===== config.mk =====
export PLATFORM = sky130hd
export DESIGN_NAME = disp_conf_sequencer
export DESIGN_NICKNAME = d
export VERILOG_FILES = /design/src/rtl/disp_conf_sequencer.sv
export SDC_FILE = /design/constraint.sdc
export NUM_CORES = 1
export LEC_CHECK = 0
export ABC_AREA = 1
export CORE_MARGIN = 5
export CORE_UTILIZATION = 30
export CTS_CLUSTER_DIAMETER = 80
export DETAILED_ROUTE_END_ITERATION = 8
export PLACE_DENSITY = 0.56
export SLEW_MARGIN = 20
export SYNTH_ARGS = -nofsm -noshare
export SYNTH_HDL_FRONTEND = slang
export SYNTH_SLANG_ARGS = --single-unit
export TNS_END_PERCENT = 20

===== constraint.sdc =====
create_clock -name clk -period 6.3 [get_ports clk]
set_clock_uncertainty 0.2 [all_clocks]
set_input_delay 1.26 -clock clk [delete_from_list [all_inputs] [get_ports clk]]
set_output_delay 1.26 -clock clk [all_outputs]
set_load 0.02 [all_outputs]

===== src/rtl/disp_conf_sequencer.sv =====
// disp_conf_sequencer
//   Front-end controller for the disparity filtering pixel processor. It merges
//   the disparity/confidence sample stream with the mask-pixel column stream.
//   Each sample is replayed across dec_factor consecutive column beats. The
//   block tracks row and column over one frame. Because the processor input
//   has no ready, issue is gated by credits held against the processor output
//   FIFO.
//
// Ports
//   clk, reset_n              clock, asynchronous active-low reset
//   start                     pulse; arms one frame (ignored unless idle)
//   dc_disp/dc_conf/dc_valid  disparity/confidence sample stream, dc_ready out
//   mask_col/mask_valid       mask pixel column stream, mask_ready out
//   pp_pixels/pp_disp/pp_conf/pp_valid  registered beat to the processor
//   pp_pop                    processor output popped; returns one credit
//   x_count/y_count           current sample column / row
//   busy                      frame in progress (run or drain)
//   frame_done                one-cycle pulse when the frame has fully drained
//   credit_err                sticky; pop seen with all credits already home
module disp_conf_sequencer #(
  parameter int disp_bits  = 5,
  parameter int dec_factor = 2,
  parameter int out_width  = 320,
  parameter int out_height = 240,
  parameter int fifo_depth = 128
) (
  input  logic                          clk,
  input  logic                          reset_n,
  input  logic                          start,
  input  logic [disp_bits-1:0]          dc_disp,
  input  logic [7:0]                    dc_conf,
  input  logic                          dc_valid,
  output logic                          dc_ready,
  input  logic [dec_factor-1:0]         mask_col,
  input  logic                          mask_valid,
  output logic                          mask_ready,
  output logic [dec_factor-1:0]         pp_pixels,
  output logic [disp_bits-1:0]          pp_disp,
  output logic [7:0]                    pp_conf,
  output logic                          pp_valid,
  input  logic                          pp_pop,
  output logic [$clog2(out_width)-1:0]  x_count,
  output logic [$clog2(out_height)-1:0] y_count,
  output logic                          busy,
  output logic                          frame_done,
  output logic                          credit_err
);

  localparam int XW = $clog2(out_width);
  localparam int YW = $clog2(out_height);
  localparam int BW = $clog2(dec_factor);
  localparam int CW = $clog2(fifo_depth + 1);

  localparam logic [XW-1:0] X_LAST    = XW'(out_width - 1);
  localparam logic [YW-1:0] Y_LAST    = YW'(out_height - 1);
  localparam logic [BW-1:0] BEAT_LAST = BW'(dec_factor - 1);
  localparam logic [CW-1:0] CRED_FULL = CW'(fifo_depth);

  typedef enum logic [1:0] {IDLE, RUN, DRAIN} state_t;

  state_t        state, state_next;
  logic [BW-1:0] beat_cnt;
  logic [CW-1:0] credits, credits_next;
  logic          issue, take, last_beat, frame_last;
  logic          credit_ovf, frame_done_next;

  // Beat 0 needs a fresh sample and a free FIFO slot; later beats of the same
  // sample only need a mask column, since their FIFO slot is already reserved.
  always_comb begin
    issue = 1'b0;
    if (state == RUN)
      issue = mask_valid && (beat_cnt != '0 || (dc_valid && credits != '0));
  end

  assign take       = issue && (beat_cnt == '0);
  assign last_beat  = issue && (beat_cnt == BEAT_LAST);
  assign frame_last = last_beat && (x_count == X_LAST) && (y_count == Y_LAST);
  assign credit_ovf = pp_pop && (credits == CRED_FULL);

  assign mask_ready = issue;
  assign dc_ready   = take;
  assign busy       = (state != IDLE);

  always_comb begin
    credits_next = credits;
    unique case ({take, pp_pop})
      2'b10:   credits_next = credits - 1'b1;
      // A pop with every credit already home is an error; hold the count.
      2'b01:   if (credits != CRED_FULL) credits_next = credits + 1'b1;
      default: credits_next = credits;
    endcase
  end

  always_comb begin
    state_next      = state;
    frame_done_next = 1'b0;
    case (state)
      IDLE:    if (start) state_next = RUN;
      RUN:     if (frame_last) state_next = DRAIN;
      DRAIN: begin
        if (credits == CRED_FULL) begin
          state_next      = IDLE;
          frame_done_next = 1'b1;
        end
      end
      default: state_next = IDLE;
    endcase
  end

  always_ff @(posedge clk or negedge reset_n) begin
    if (!reset_n) begin
      state      <= IDLE;
      credits    <= CRED_FULL;
      credit_err <= 1'b0;
      beat_cnt   <= '0;
      x_count    <= '0;
      y_count    <= '0;
      pp_pixels  <= '0;
      pp_disp    <= '0;
      pp_conf    <= '0;
      pp_valid   <= 1'b0;
      frame_done <= 1'b0;
    end else begin
      state      <= state_next;
      credits    <= credits_next;
      frame_done <= frame_done_next;
      pp_valid   <= issue;
      if (credit_ovf) credit_err <= 1'b1;
      if (issue) begin
        pp_pixels <= mask_col;
        beat_cnt  <= last_beat ? '0 : beat_cnt + 1'b1;
      end
      // Sample fields hold across stalls and the remaining beats of a sample.
      if (take) begin
        pp_disp <= dc_disp;
        pp_conf <= dc_conf;
      end
      if (last_beat) begin
        if (x_count == X_LAST) begin
          x_count <= '0;
          y_count <= (y_count == Y_LAST) ? '0 : y_count + 1'b1;
        end else begin
          x_count <= x_count + 1'b1;
        end
      end
    end
  end

endmodule


# Word level (Yosys, flattened, before mapping)
# Index checks and enable logic that the tools add are counted.
# word_totals
word_cells	56
output_inout_bits	38
reg_bits	46
# op_classes
n_reduce_logical	15
bitwise	1
mux	12
addsub	5
n_eq_ne	12
# ops
operator	n
$add 8x1->8 const B	2
$eq 8x8->1 const B	2
$mux 8	2
$pmux 8 s2	1
$add 9x1->9 const B	1
$eq 9x9->1 const B	1
$mux 9	1
$ne 2x2->1 const B	4
$ne 8x8->1 const B	1
$reduce_bool 8->1	1
$sub 8x1->8 const B	1
$logic_and 1x1->1	7
$mux 2	3
$pmux 2 s3	1
$eq 2x1->1 const B	2
$eq 2x2->1 const B	2
$mux 1	4
$reduce_and 2->1	2
$reduce_bool 2->1	2
$reduce_and 3->1	1
$logic_not 2->1	1
$add 1x1->1 const B	1
$logic_or 1x1->1	1
$not 1->1	1

# Longest topological paths before layout
# logic_depth
depth_word	10
mapped_depth	19
ltp_nobuf	18

# Least setup slack after synthesis
# Ideal clock, no wire load.
# synth_path
kind	input to output
from	input mask_valid
to	output dc_ready
cell_stages	3
path_slack_ps	2914
arrival_time_ps	1926
cell_sequence	nand4_2 -> nor3_4 -> buf_4
# synth_via
elab_chain_cells	3
# synth_lines
item	line	source
from (decl)	35	input logic mask_valid,
$logic_and 1x1->1	72	issue = mask_valid && (beat_cnt != '0 || (dc_valid && credits != '0));
$mux 1	71	if (state == RUN)
$logic_and 1x1->1	75	assign take = issue && (beat_cnt == '0);
to (decl)	33	output logic dc_ready,
# No other way between the ends.

# Final worst setup path
# Same ends and word-level chain as after synthesis.

==> results.json <==
{
  "dp_hpwl_um": 3974,
  "insertedDiodeCount": 0,
  "dp_slack_ps": 1802,
  "yosys.cell_types.count": 37,
  "cts_tree": "built",
  "slew_viol_final": 0,
  "start_util": 0.3035,
  "finalSetupViolCount": 0,
  "hold_buffers": 0,
  "cts.reportedPaths.clkPinSlew_ps": 70,
  "cts-htree-levels": 2,
  "instances_no_fill": 453,
  "finalCritPeriodShare": 0.7106,
  "avgSynthCellArea_um2": 8.692,
  "synth_cells": 284,
  "detail_route.vias_per_cell": 4.402,
  "wl_per_cell_um": 11.72,
  "cap_violations": 0,
  "cts_setup_buffers": 0,
  "ys.warnings.count": 0,
  "cts_num_sinks": 46,
  "setup_slack_ps": 1823,
  "clock_latency_ps": 290,
  "hold_class": "reg -> reg",
  "die_area_um2": 10140,
  "startpoint": "mask_valid",
  "hold_path.startpoint": "credit_err",
  "drive_above_1_share": 0.1006,
  "slowest_stage": "clkdlybuf4s50_1",
  "cts_made_buffers": 5,
  "wl_um": 5308,
  "async_reset_ff_frac": 1.000,
  "syn_area_um2": 2469,
  "critPathBufInv": 3,
  "ctsResizeCount": 0,
  "worstSetupEndpointType": "primary output",
  "power_density_nw_per_um2": 394.0,
  "ys_seq_area_frac": 0.4668,
  "period_needed_ps": 4477,
  "p_leak_nw": 1.567,
  "fin_util": 0.3995,
  "gp_congestion": 0.7905,
  "cp_slowest_stage_delay_ps": 640,
  "final_hold_viol_count": 0,
  "critPathArrivalTime_ps": 3020,
  "io-pin-count": 59,
  "grt.overflow.total": 0,
  "portBuffers": 58,
  "die_w_um": 100.7,
  "r2r_start": "credits[0]",
  "critPathRequiredTime_ps": 4840,
  "first_global_vias": 2006,
  "final_common_cell": "nand2_1",
  "syn-num-nets": 314,
  "drt-pass1-iter-count": 4,
  "grt_pass1_wl_um": 9190,
  "drc": 0,
  "synthFlopType": "dfrtp_1",
  "crit_path_frequent_cell": "clkdlybuf4s50_1",
  "timing.fmax_ghz": 0.2234,
  "synth_edf_count": 0,
  "start_kind": "primary input",
  "place_inst": 446,
  "rsz0062_at_grt": "false",
  "criticalPathCategory": "in -> out",
  "antenna_left": 0,
  "final_cell_mix": "nand2_1 (95), clkdlybuf4s50_1 (57), dfrtp_1 (45)",
  "coreArea_um2": 8134,
  "drt_first_iter_violations": 67,
  "track_usage": 0.1105,
  "crit_chain": "clkdlybuf4s50_1 -> nand4_2 -> nor3_4 -> buf_4 -> clkdlybuf4s50_1",
  "setup_tns_ps": 0,
  "cp_max_fo": 16,
  "ys_ff_latch": 46,
  "antenna_found_initial": 0,
  "run_status": "finished clean",
  "ir_worst_vdd_mv": 0.1144,
  "area_growth_pct": 31.63,
  "layout.nets": 378,
  "clockBufferDepth": 2,
  "grt_start_max_net_pins": 47,
  "cp_top_family": "buffers and inverters",
  "num_vias": 1994,
  "cts-root-buf": "clkbuf_8",
  "rows": 33,
  "worst_slew_pin_slew_ps": 576.8,
  "slew-limit-headroom": 0.6154,
  "die_height_um": 100.7
}
-- cell families after synthesis --
family | count (synthesis) | synth area share
AO/OA/AOI/OAI | 20 | 0.04663
XOR/XNOR | 14 | 0.05271
adder cells (fa/ha/maj) | 9 | 0.04866
buffers and inverters | 32 | 0.05119
flip-flops | 46 | 0.4668
multiplexers | 2 | 0.009123
AND/OR/NAND/NOR | 161 | 0.3249
-- sequential cells by signal, indices dropped and copies added (netlist names) --
register	count
pp_pixels	2
credit_err	1
x_count	9
credits	8
pp_conf	8
pp_valid	1
y_count	8
beat_cnt	1
state	2
pp_disp	5
frame_done	1
-- per-layer routing --
layer  global-route usage  part of all wire  vias to the layer above
met2               0.1757              0.43                       44
met4              0.02798            0.0070                        0
met3              0.03737             0.076                        5
met1               0.1442              0.49                      902
li1                     -                 -                     1043
met5                    0                 0                        -
-- final timing paths --
path / depth (start not counted) / slack [ps] / endpoint
min in group asynchronous: 1 / 760 / credit_err
setup / recovery: 5 / 1820 / dc_ready
hold / removal: 2 / 270 / credit_err
hold reg to reg: 2 / 270 / credit_err
setup reg to reg: 15 / 3460 / credits[7]
max in group asynchronous: 1 / 4740 / credits[3]
-- power by group --
group | internal [mW] | switching, mW
clock | 0.0765 | 0.0911
combinational | 0.284 | 0.349
sequential | 0.396 | 0.0836
total | 0.756 | 0.524
-- worst reg2reg max path, cell delays in order (launching register included) --
cell and delay, ps:
dfrtp_1 460, nor2_1 170, nand2_2 100, nor2_4 160, inv_2 70, nand3_4 170
nand2_1 240, ha_1 410, a21oi_1 160, nand2_1 140, a21oi_1 180, nand3_1 90
nand2_1 80, nand2_1 60, nand2_1 50, nand2_1 40
-- area by class of cell --
class / count / area, um^2
flip-flops and latches: 46 / 1152
fillers: 819 / 4885
multi-input cells: 206 / 1190
well taps: 105 / 131.4
clock buffers: 7 / 76.32
inverters: 30 / 113.9
repair buffers: 59 / 585.6
-- synth_stat cells, types with 2 or more instances --
master	count	share of area
a21oi_1	9	0.018
dfrtp_1	45	0.46
ha_1	8	0.041
inv_1	25	0.038
inv_2	4	0.0061
nand2_1	95	0.14
nand2_2	5	0.013
nand2_4	3	0.014
nand3_1	21	0.043
nand3_4	3	0.021
nand4_1	6	0.015
nor2_1	15	0.023
nor2_4	4	0.018
nor3_1	2	0.0041
o21ai_0	5	0.010
o31ai_1	2	0.0061
xnor2_1	5	0.018
xor2_1	8	0.028
-- through the flow --
stage	power (mW)	cell area, um^2	hold slack, ps
detailed placement	1.129	3171	253.6
finish	1.280	3249	271.0
CTS	1.303	3247	272.3
floorplan	0.8876	2469	249.2
global route	1.391	3249	291.5
global placement	1.118	3171	253.7
Power figures use the tool's default switching activity.
